===== config.mk =====
export PLATFORM = sky130hd
export DESIGN_NAME = vga_timing
export DESIGN_NICKNAME = d
export VERILOG_FILES = /design/src/rtl/vga_timing.sv
export SDC_FILE = /design/constraint.sdc
export NUM_CORES = 1
export LEC_CHECK = 0
export BUFFER_PORTS_ARGS = -buffer_cell sky130_fd_sc_hd__buf_4
export CAP_MARGIN = 10
export CORE_ASPECT_RATIO = 0.8
export CORE_MARGIN = 10
export CORE_UTILIZATION = 48
export CTS_CLUSTER_DIAMETER = 60
export DETAILED_ROUTE_END_ITERATION = 10
export PLACE_DENSITY = 0.81
export SLEW_MARGIN = 20
export SYNTH_ARGS = -nofsm -noshare
export SYNTH_HDL_FRONTEND = slang
export SYNTH_SLANG_ARGS = --single-unit

===== constraint.sdc =====
create_clock -name clk -period 5.5 [get_ports clk]
set_clock_uncertainty 0.1 [all_clocks]
set_input_delay 1.1 -clock clk [delete_from_list [all_inputs] [get_ports clk]]
set_output_delay 1.1 -clock clk [all_outputs]
set_load 0.01 [all_outputs]

===== src/rtl/vga_timing.sv =====
// vga_timing: free-running VGA/XGA raster timing generator.
//
// Produces the pixel column and line counters together with the
// horizontal/vertical sync and blanking flags and a one-clock end-of-frame
// pulse. Every output is a register. The flags are decoded from the
// next-count values and registered in the same edge as the counters, so the
// flags always describe the position shown on the same clock.
//
// Ports:
//   clk       in   pixel clock (only clock)
//   rst       in   synchronous, active-high reset; holds position (0,0)
//   hcount    out  11-bit pixel column, 0..H_TOTAL-1
//   hsync     out  high during the horizontal sync interval
//   hblnk     out  high outside the visible columns
//   vcount    out  11-bit line number, 0..V_TOTAL-1
//   vsync     out  high during the vertical sync lines
//   vblnk     out  high outside the visible lines
//   frame_end out  one-clock pulse on the last pixel of each frame
module vga_timing #(
    parameter int H_VISIBLE = 1024,
    parameter int H_FRONT   = 24,
    parameter int H_SYNC    = 136,
    parameter int H_BACK    = 160,
    parameter int V_VISIBLE = 768,
    parameter int V_FRONT   = 3,
    parameter int V_SYNC    = 6,
    parameter int V_BACK    = 29
) (
    input  logic        clk,
    input  logic        rst,
    output logic [10:0] hcount,
    output logic        hsync,
    output logic        hblnk,
    output logic [10:0] vcount,
    output logic        vsync,
    output logic        vblnk,
    output logic        frame_end
);

    // Region boundaries as 11-bit constants so every compare is unsigned
    // and width-matched with the counters.
    localparam logic [10:0] H_LAST     = 11'(H_VISIBLE + H_FRONT + H_SYNC + H_BACK - 1);
    localparam logic [10:0] H_VIS_END  = 11'(H_VISIBLE);
    localparam logic [10:0] H_SYNC_BEG = 11'(H_VISIBLE + H_FRONT);
    localparam logic [10:0] H_SYNC_END = 11'(H_VISIBLE + H_FRONT + H_SYNC);
    localparam logic [10:0] V_LAST     = 11'(V_VISIBLE + V_FRONT + V_SYNC + V_BACK - 1);
    localparam logic [10:0] V_VIS_END  = 11'(V_VISIBLE);
    localparam logic [10:0] V_SYNC_BEG = 11'(V_VISIBLE + V_FRONT);
    localparam logic [10:0] V_SYNC_END = 11'(V_VISIBLE + V_FRONT + V_SYNC);

    logic [10:0] hcount_nxt;
    logic [10:0] vcount_nxt;
    logic        hsync_nxt;
    logic        hblnk_nxt;
    logic        vsync_nxt;
    logic        vblnk_nxt;
    logic        frame_end_nxt;

    // Next position and the flags that belong to it.
    always_comb begin
        hcount_nxt = hcount + 11'd1;
        vcount_nxt = vcount;
        if (hcount == H_LAST) begin
            hcount_nxt = '0;
            if (vcount == V_LAST) begin
                vcount_nxt = '0;
            end else begin
                vcount_nxt = vcount + 11'd1;
            end
        end

        hblnk_nxt     = (hcount_nxt >= H_VIS_END);
        hsync_nxt     = (hcount_nxt >= H_SYNC_BEG) && (hcount_nxt < H_SYNC_END);
        vblnk_nxt     = (vcount_nxt >= V_VIS_END);
        vsync_nxt     = (vcount_nxt >= V_SYNC_BEG) && (vcount_nxt < V_SYNC_END);
        frame_end_nxt = (hcount_nxt == H_LAST) && (vcount_nxt == V_LAST);
    end

    // Output registers. Reset parks the raster at (0,0) with every flag low,
    // which drops any sync in progress and suppresses a pending frame_end.
    always_ff @(posedge clk) begin
        if (rst) begin
            hcount    <= '0;
            vcount    <= '0;
            hsync     <= 1'b0;
            hblnk     <= 1'b0;
            vsync     <= 1'b0;
            vblnk     <= 1'b0;
            frame_end <= 1'b0;
        end else begin
            hcount    <= hcount_nxt;
            vcount    <= vcount_nxt;
            hsync     <= hsync_nxt;
            hblnk     <= hblnk_nxt;
            vsync     <= vsync_nxt;
            vblnk     <= vblnk_nxt;
            frame_end <= frame_end_nxt;
        end
    end

endmodule


==> impl_metrics.py, run 1 <==
metrics = {
    "status": {
        "outcome": "finished, final reports clean",
    },
    "critical_path": {
        "worstSetupPathType": "flip-flop to flip-flop",
        "crit_required_ns": 5.57,
        "worst_path_largest_cell_delay_ns": 0.64,
        "cp_top_family": "simple AND/OR/NAND/NOR gates",
        "cp.arrival_ns": 2.80,
        "crit_chain": "ha_1 > and4_1 > o32a_1 > nand3_1 > or3_1 > a2111oi_2",
        "critPathBufInv": 0,
        "cp-start-kind": "flip-flop",
        "worstSetupEndpointType": "flip-flop",
        "cp_max_fo": 17,
        "crit_path_top_delay_cell": "and4_1",
    },
    "grt": {
        "grt_pass1_vias": 1286,
        "grt_overflow": 0,
        "grt_usage": 0.122,
        "grt_max_degree": 21,
        "grt_pass1_wl_um": 6220,
        "antenna_found_initial": 0,
    },
    "timing": {
        "min_period_ns": 2.73,
        "fmax_mhz": 367,
        "tightest_slew_ns": 0.609,
        "setup_viol": 0,
        "tns_ns": 0,
        "finalHoldViolations": 0,
        "maxSlewHeadroom": 0.594,
        "final.period_utilization": 0.496,
        "timing.hold.ws_ns": 0.458,
        "slew_viol_final": 0,
        "timing.final.ws_setup_ns": 2.77,
        "rsz0062_at_grt": "false",
    },
    "clock_network": {
        "cts_tree": "yes",
        "clk_path_buf_depth": 2,
        "cts_root_buf": "clkbuf_8",
        "cts_buffers": 3,
        "insertion_delay_ns": 0.27,
        "path_clk_slew_ns": 0.09,
        "clock-sinks": 27,
        "htree_levels": 1,
        "ctsHoldBuffers": 0,
        "cts_resized": 0,
        "postCtsSetupBuffers": 0,
    },
    "logic_synthesis": {
        "yosysSeqAreaShare": 0.344,
        "async_flop_share": 0,
        "synth_commonest_cells": "dfxtp_1 (27), nor2_1 (23), nand2_1 (14)",
        "synth.distinct_cells": 49,
        "synth_top_area_share": 0.344,
        "syn_area_mm2": 0.00157,
        "synth_edf_count": 0,
        "yosysMostFrequentCell": "dfxtp_1",
        "synth_area_per_cell_um2": 8.21,
        "synth_fp_nets": 197,
        "synth_ff_type": "dfxtp_1",
        "synth_cells": 191,
        "synth_warnings": 0,
        "ys_seq_elements": 27,
        "synthTopCellsByArea": "dfxtp_1 (34%), nor2_1 (5.5%), xor2_1 (5.0%)",
        "synth.largest_area_cell": "dfxtp_1",
    },
    "floorplanning": {
        "design.core.area_mm2": 0.00311,
        "start_util": 0.505,
        "ioPinCount": 29,
        "die_w_um": 83.9,
        "rows": 18,
        "die-height_um": 71.1,
        "die-area_mm2": 0.00597,
    },
    "layout": {
        "fin_util": 0.584,
        "multi_input_area_um2": 957,
        "seq_area_um2": 541,
        "area_growth_pct": 15.6,
        "antenna_cells": 0,
        "nets": 216,
        "drive_above_1_share": 0.187,
        "fillers": 291,
        "final_cells": 249,
    },
    "power_and_ir_drop": {
        "p_leak_nw": 0.674,
        "peakVddDrop_uv": 126,
        "pwr_density_cell_mw_per_mm2": 178,
    },
    "detailed_routing": {
        "initialDrtViolationCount": 216,
        "final_antenna_net_count": 0,
        "avgViaCountPerCell": 5.80,
        "drc": 0,
        "num_vias": 1443,
        "wirelength_um": 3720,
        "drt_pass1_iterations": 4,
        "wl_per_cell_um": 15.0,
    },
    "placement": {
        "portBuffers": 28,
        "hpwl_um": 2780,
        "dp_cells": 245,
        "gp_congestion": 0.865,
        "pre_cts_ws_ns": 2.82,
    },
    "worst_hold_path": {
        "min_path_type": "flip-flop to flip-flop",
    },
    "job": {
        "cap_viol_max_count": 0,
    },
}
-- cells in the final DEF, fill, tap and decap left out, types with 2 or more instances in the layout --
cell type and instances:
and2_1 2, dfxtp_1 27, nand2_1 14, nor2_1 23
xnor2_1 8, a21oi_1 10, or3_1 3, ha_1 4
o21ai_1 2, nand3b_1 3, inv_1 3, clkbuf_8 3
a211oi_1 4, o21ai_0 3, and4_1 2, a21o_1 2
nor3_1 9, nand3_1 9, buf_4 28, and3_1 3
nor4_1 3, and3b_1 2, o2111ai_1 2, xor2_1 9
nor2b_1 2, nand4_1 6
-- metrics by stage --
step	area (um2)	total power, mW
floorplan	1570	0.212
finish	1810	0.324
detailed placement	1770	0.217
global placement	1770	0.217
global route	1810	0.338
CTS	1810	0.329
-- flip-flops by register name (all words and copies together), names as in the netlist --
signal	count
hblnk	1
vblnk	1
frame_end	1
vsync	1
hcount	11
vcount	11
hsync	1
-- cells by family after synthesis --
logic type / synth area share
XOR/XNOR: 0.0949
flip-flops: 0.344
AND/OR/NAND/NOR: 0.315
multiplexers: 0.0136
adder cells (fa/ha/maj): 0.0319
AO/OA/AOI/OAI: 0.155
buffers and inverters: 0.0455
-- metal layers --
| metal | share of wire | global-route usage |
|---|---|---|
| met1 | 0.50 | 0.167 |
| met2 | 0.43 | 0.176 |
| met3 | 0.063 | 0.0378 |
| met4 | 0.0097 | 0.0371 |
| met5 | 0 | 0 |
-- area by class of cell --
class                      count  share of cell area
tap                           40              0.0276
clock buffer                   4              0.0248
sequential                    27               0.298
timing repair buffer          28               0.116
inverter                       3             0.00621
multi-input combinational    147               0.528
-- worst register-to-register path, cell delays in order, from the launching register on --
cell	delay, ns
dfxtp_1	0.43
ha_1	0.37
and4_1	0.65
o32a_1	0.32
nand3_1	0.09
or3_1	0.33
a2111oi_2	0.35
-- final timing paths --
| path | from | end | slack (ns) | cells past startpoint |
|---|---|---|---|---|
| setup / recovery | hcount[0]$_SDFF_PP0_ | vsync$_SDFF_PP0_ | 2.77 | 6 |
| hold / removal | hcount[0]$_SDFF_PP0_ | hcount[0]$_SDFF_PP0_ | 0.46 | 1 |
| setup reg to reg | hcount[0]$_SDFF_PP0_ | vsync$_SDFF_PP0_ | 2.77 | 6 |
| hold reg to reg | hcount[0]$_SDFF_PP0_ | hcount[0]$_SDFF_PP0_ | 0.46 | 1 |
-- power breakdown --
| part | internal (mW) | switching [mW] | total [mW] |
|---|---|---|---|
| clock network | 0.0519 | 0.0595 | 0.111 |
| registers | 0.197 | 0.00282 | 0.200 |
| logic | 0.00518 | 0.00711 | 0.0123 |
| total | 0.254 | 0.0694 | 0.324 |
(Power assumes the default switching activity.)
==> inputs of run 2 (changes only) <==
Clock period 5.5 ns to 2.7 ns, I/O delays scaled along.
==> run 2 against run 1 <==
  * Via count is 1.7% higher
  * Highest routed layer unchanged
  * Cell count is 5.2% higher
  * Register-to-register slack worse by 2.6 ns
  * Routed wire length is 1.0% higher
  * Sequential power is 100% higher
  * Critical path type unchanged
  * Clock power is 99% higher
  * Count of clock-buffer cells in the layout is 1 lower
  * First-iteration DRC count is 20% lower
  * Sequential share of layout area is 1.6 points lower
  * Fmax is 6.5% higher
  * Total power is 100% higher
==> impl_metrics.py, run 2 (synthesis gave the netlist of run 1 again) <==
metrics = {
    "status": {
        "outcome": "finished, final reports clean",
    },
    "grt": {
        "grt_usage": 0.124,
        "grt_pass1_wl_um": 6380,
        "antenna_found_initial": 0,
        "grt_overflow": 0,
        "grt_pass1_vias": 1333,
        "grt_max_degree": 21,
    },
    "detailed_routing": {
        "num_vias": 1467,
        "drc": 0,
        "wl_per_cell_um": 14.4,
        "drt_pass1_iterations": 4,
        "final_antenna_net_count": 0,
        "initialDrtViolationCount": 173,
        "avgViaCountPerCell": 5.60,
        "wirelength_um": 3760,
    },
    "clock_network": {
        "cts_tree": "yes",
        "cts_buffers": 3,
        "clk_path_buf_depth": 2,
        "path_clk_slew_ns": 0.09,
        "clock-sinks": 27,
        "postCtsSetupBuffers": 0,
        "htree_levels": 1,
        "cts_root_buf": "clkbuf_8",
        "insertion_delay_ns": 0.27,
    },
    "critical_path": {
        "crit_required_ns": 2.78,
        "cp.arrival_ns": 2.64,
        "reg2reg_depth": 8,
        "cp-start-kind": "flip-flop",
        "cp_max_fo": 4,
        "r2r_end": "vsync$_SDFF_PP0_",
        "crit_path_top_delay_cell": "or4b_4",
        "worst_path_largest_cell_delay_ns": 0.47,
        "r2r-start": "vcount[1]$_SDFF_PP0_",
        "crit_chain": "inv_1 > ha_1 > or4b_4 > or4_4 > nand2b_2 > a31oi_2 > or3_1 > a2111oi_2",
        "r2r_slack_ns": 0.14,
        "worstSetupPathType": "flip-flop to flip-flop",
        "worstSetupEndpointType": "flip-flop",
    },
    "timing": {
        "tns_ns": 0,
        "setup_viol": 0,
        "fmax_mhz": 391,
        "timing.hold.ws_ns": 0.458,
        "timing.final.ws_setup_ns": 0.140,
        "rsz0062_at_grt": "false",
        "slew_viol_final": 0,
        "finalHoldViolations": 0,
        "final.period_utilization": 0.948,
        "maxSlewHeadroom": 0.723,
        "tightest_slew_ns": 0.412,
        "min_period_ns": 2.56,
    },
    "placement": {
        "pre_cts_ws_ns": 0.153,
        "portBuffers": 28,
        "hpwl_um": 2880,
        "gp_congestion": 0.858,
    },
    "floorplanning": {
        "start_util": 0.505,
        "ioPinCount": 29,
        "rows": 18,
        "design.core.area_mm2": 0.00311,
        "die-height_um": 71.1,
        "die_w_um": 83.9,
        "die-area_mm2": 0.00597,
    },
    "layout": {
        "drive_above_1_share": 0.243,
        "layout_commonest_cell": "buf_4",
        "reg_top3": "hcount (11), vcount (11)",
        "area_growth_pct": 22.0,
        "final_cell_mix": "buf_4 (41), dfxtp_1 (27), nor2_1 (23)",
        "antenna_cells": 0,
        "nets": 229,
        "fillers": 290,
    },
    "power_and_ir_drop": {
        "total_power_uw": 655,
        "p_leak_nw": 0.747,
        "peakVddDrop_uv": 255,
        "pwr_density_cell_mw_per_mm2": 342,
    },
    "worst_hold_path": {
        "min_path_type": "flip-flop to flip-flop",
        "min_to": "hcount[0]$_SDFF_PP0_",
        "hold_depth": 1,
        "min-delay-start": "hcount[0]$_SDFF_PP0_",
    },
    "job": {
        "cap_viol_max_count": 0,
    },
}
run 2: per-layer routing:
layer	vias to the layer above	part of all wire	GRT usage	wire (um)
li1	751	-	-	-
met1	665	0.50	0.177	1890
met2	49	0.41	0.170	1550
met3	2	0.078	0.0400	294
met4	0	0.0077	0.0353	29
met5	-	0	0	0
run 2: report_power, final:
| part | total [mW] | internal (mW) | switching, mW |
|---|---|---|---|
| Combinational | 0.0262 | 0.0113 | 0.0149 |
| Sequential | 0.408 | 0.402 | 0.00597 |
| Clock | 0.221 | 0.103 | 0.118 |
| Total | 0.655 | 0.516 | 0.138 |
run 2: repair_timing:
action                                 CTS  global route
resized for setup                        0             1
hold buffers                             0             0
setup endpoints to repair                0             1
endpoints found under the hold margin    0             0
run 2: area by class of cell:
cell class	count	area, um2	area share
clock buffer	3	41.3	0.0216
clock inverter	1	5.00	0.00261
inverter	3	11.3	0.00588
multi-input combinational	147	958	0.501
sequential	27	541	0.282
tap	40	50.0	0.0261
timing repair buffer	41	308	0.161
run 2: worst max-delay path: cells and delay by family (launching register included):
kind | cells | cell delay [ns]
adders and majority gates | 1 | 0.14
buffers and inverters | 1 | 0.07
and+or+nand+nor | 4 | 1.39
AOI/OAI and AO/OA | 2 | 0.46
DFF | 1 | 0.31
run 2: worst max-delay path by stage:
stage,from,depth (start not counted),slack [ns],end
6_report,vcount[1]$_SDFF_PP0_,8,0.14,vsync$_SDFF_PP0_
5_1_grt,vcount[1]$_SDFF_PP0_,8,0.01,vsync$_SDFF_PP0_
4_1_cts,vcount[1]$_SDFF_PP0_,8,0.13,vsync$_SDFF_PP0_
3_5_place_dp,vcount[1]$_SDFF_PP0_,8,0.15,vsync$_SDFF_PP0_
3_3_place_gp,vcount[1]$_SDFF_PP0_,8,0.20,vsync$_SDFF_PP0_
2_1_floorplan,vcount[0]$_SDFF_PP0_,7,0.13,vsync$_SDFF_PP0_
run 2: per-stage QoR:
stage / util / instance area (um2) / std cells
floorplan: - / 1570 / 191
global placement: 0.601 / 1870 / 258
detailed placement: 0.601 / 1870 / 258
CTS: 0.616 / 1910 / 262
global route: 0.616 / 1910 / 262
finish: 0.616 / 1910 / 262
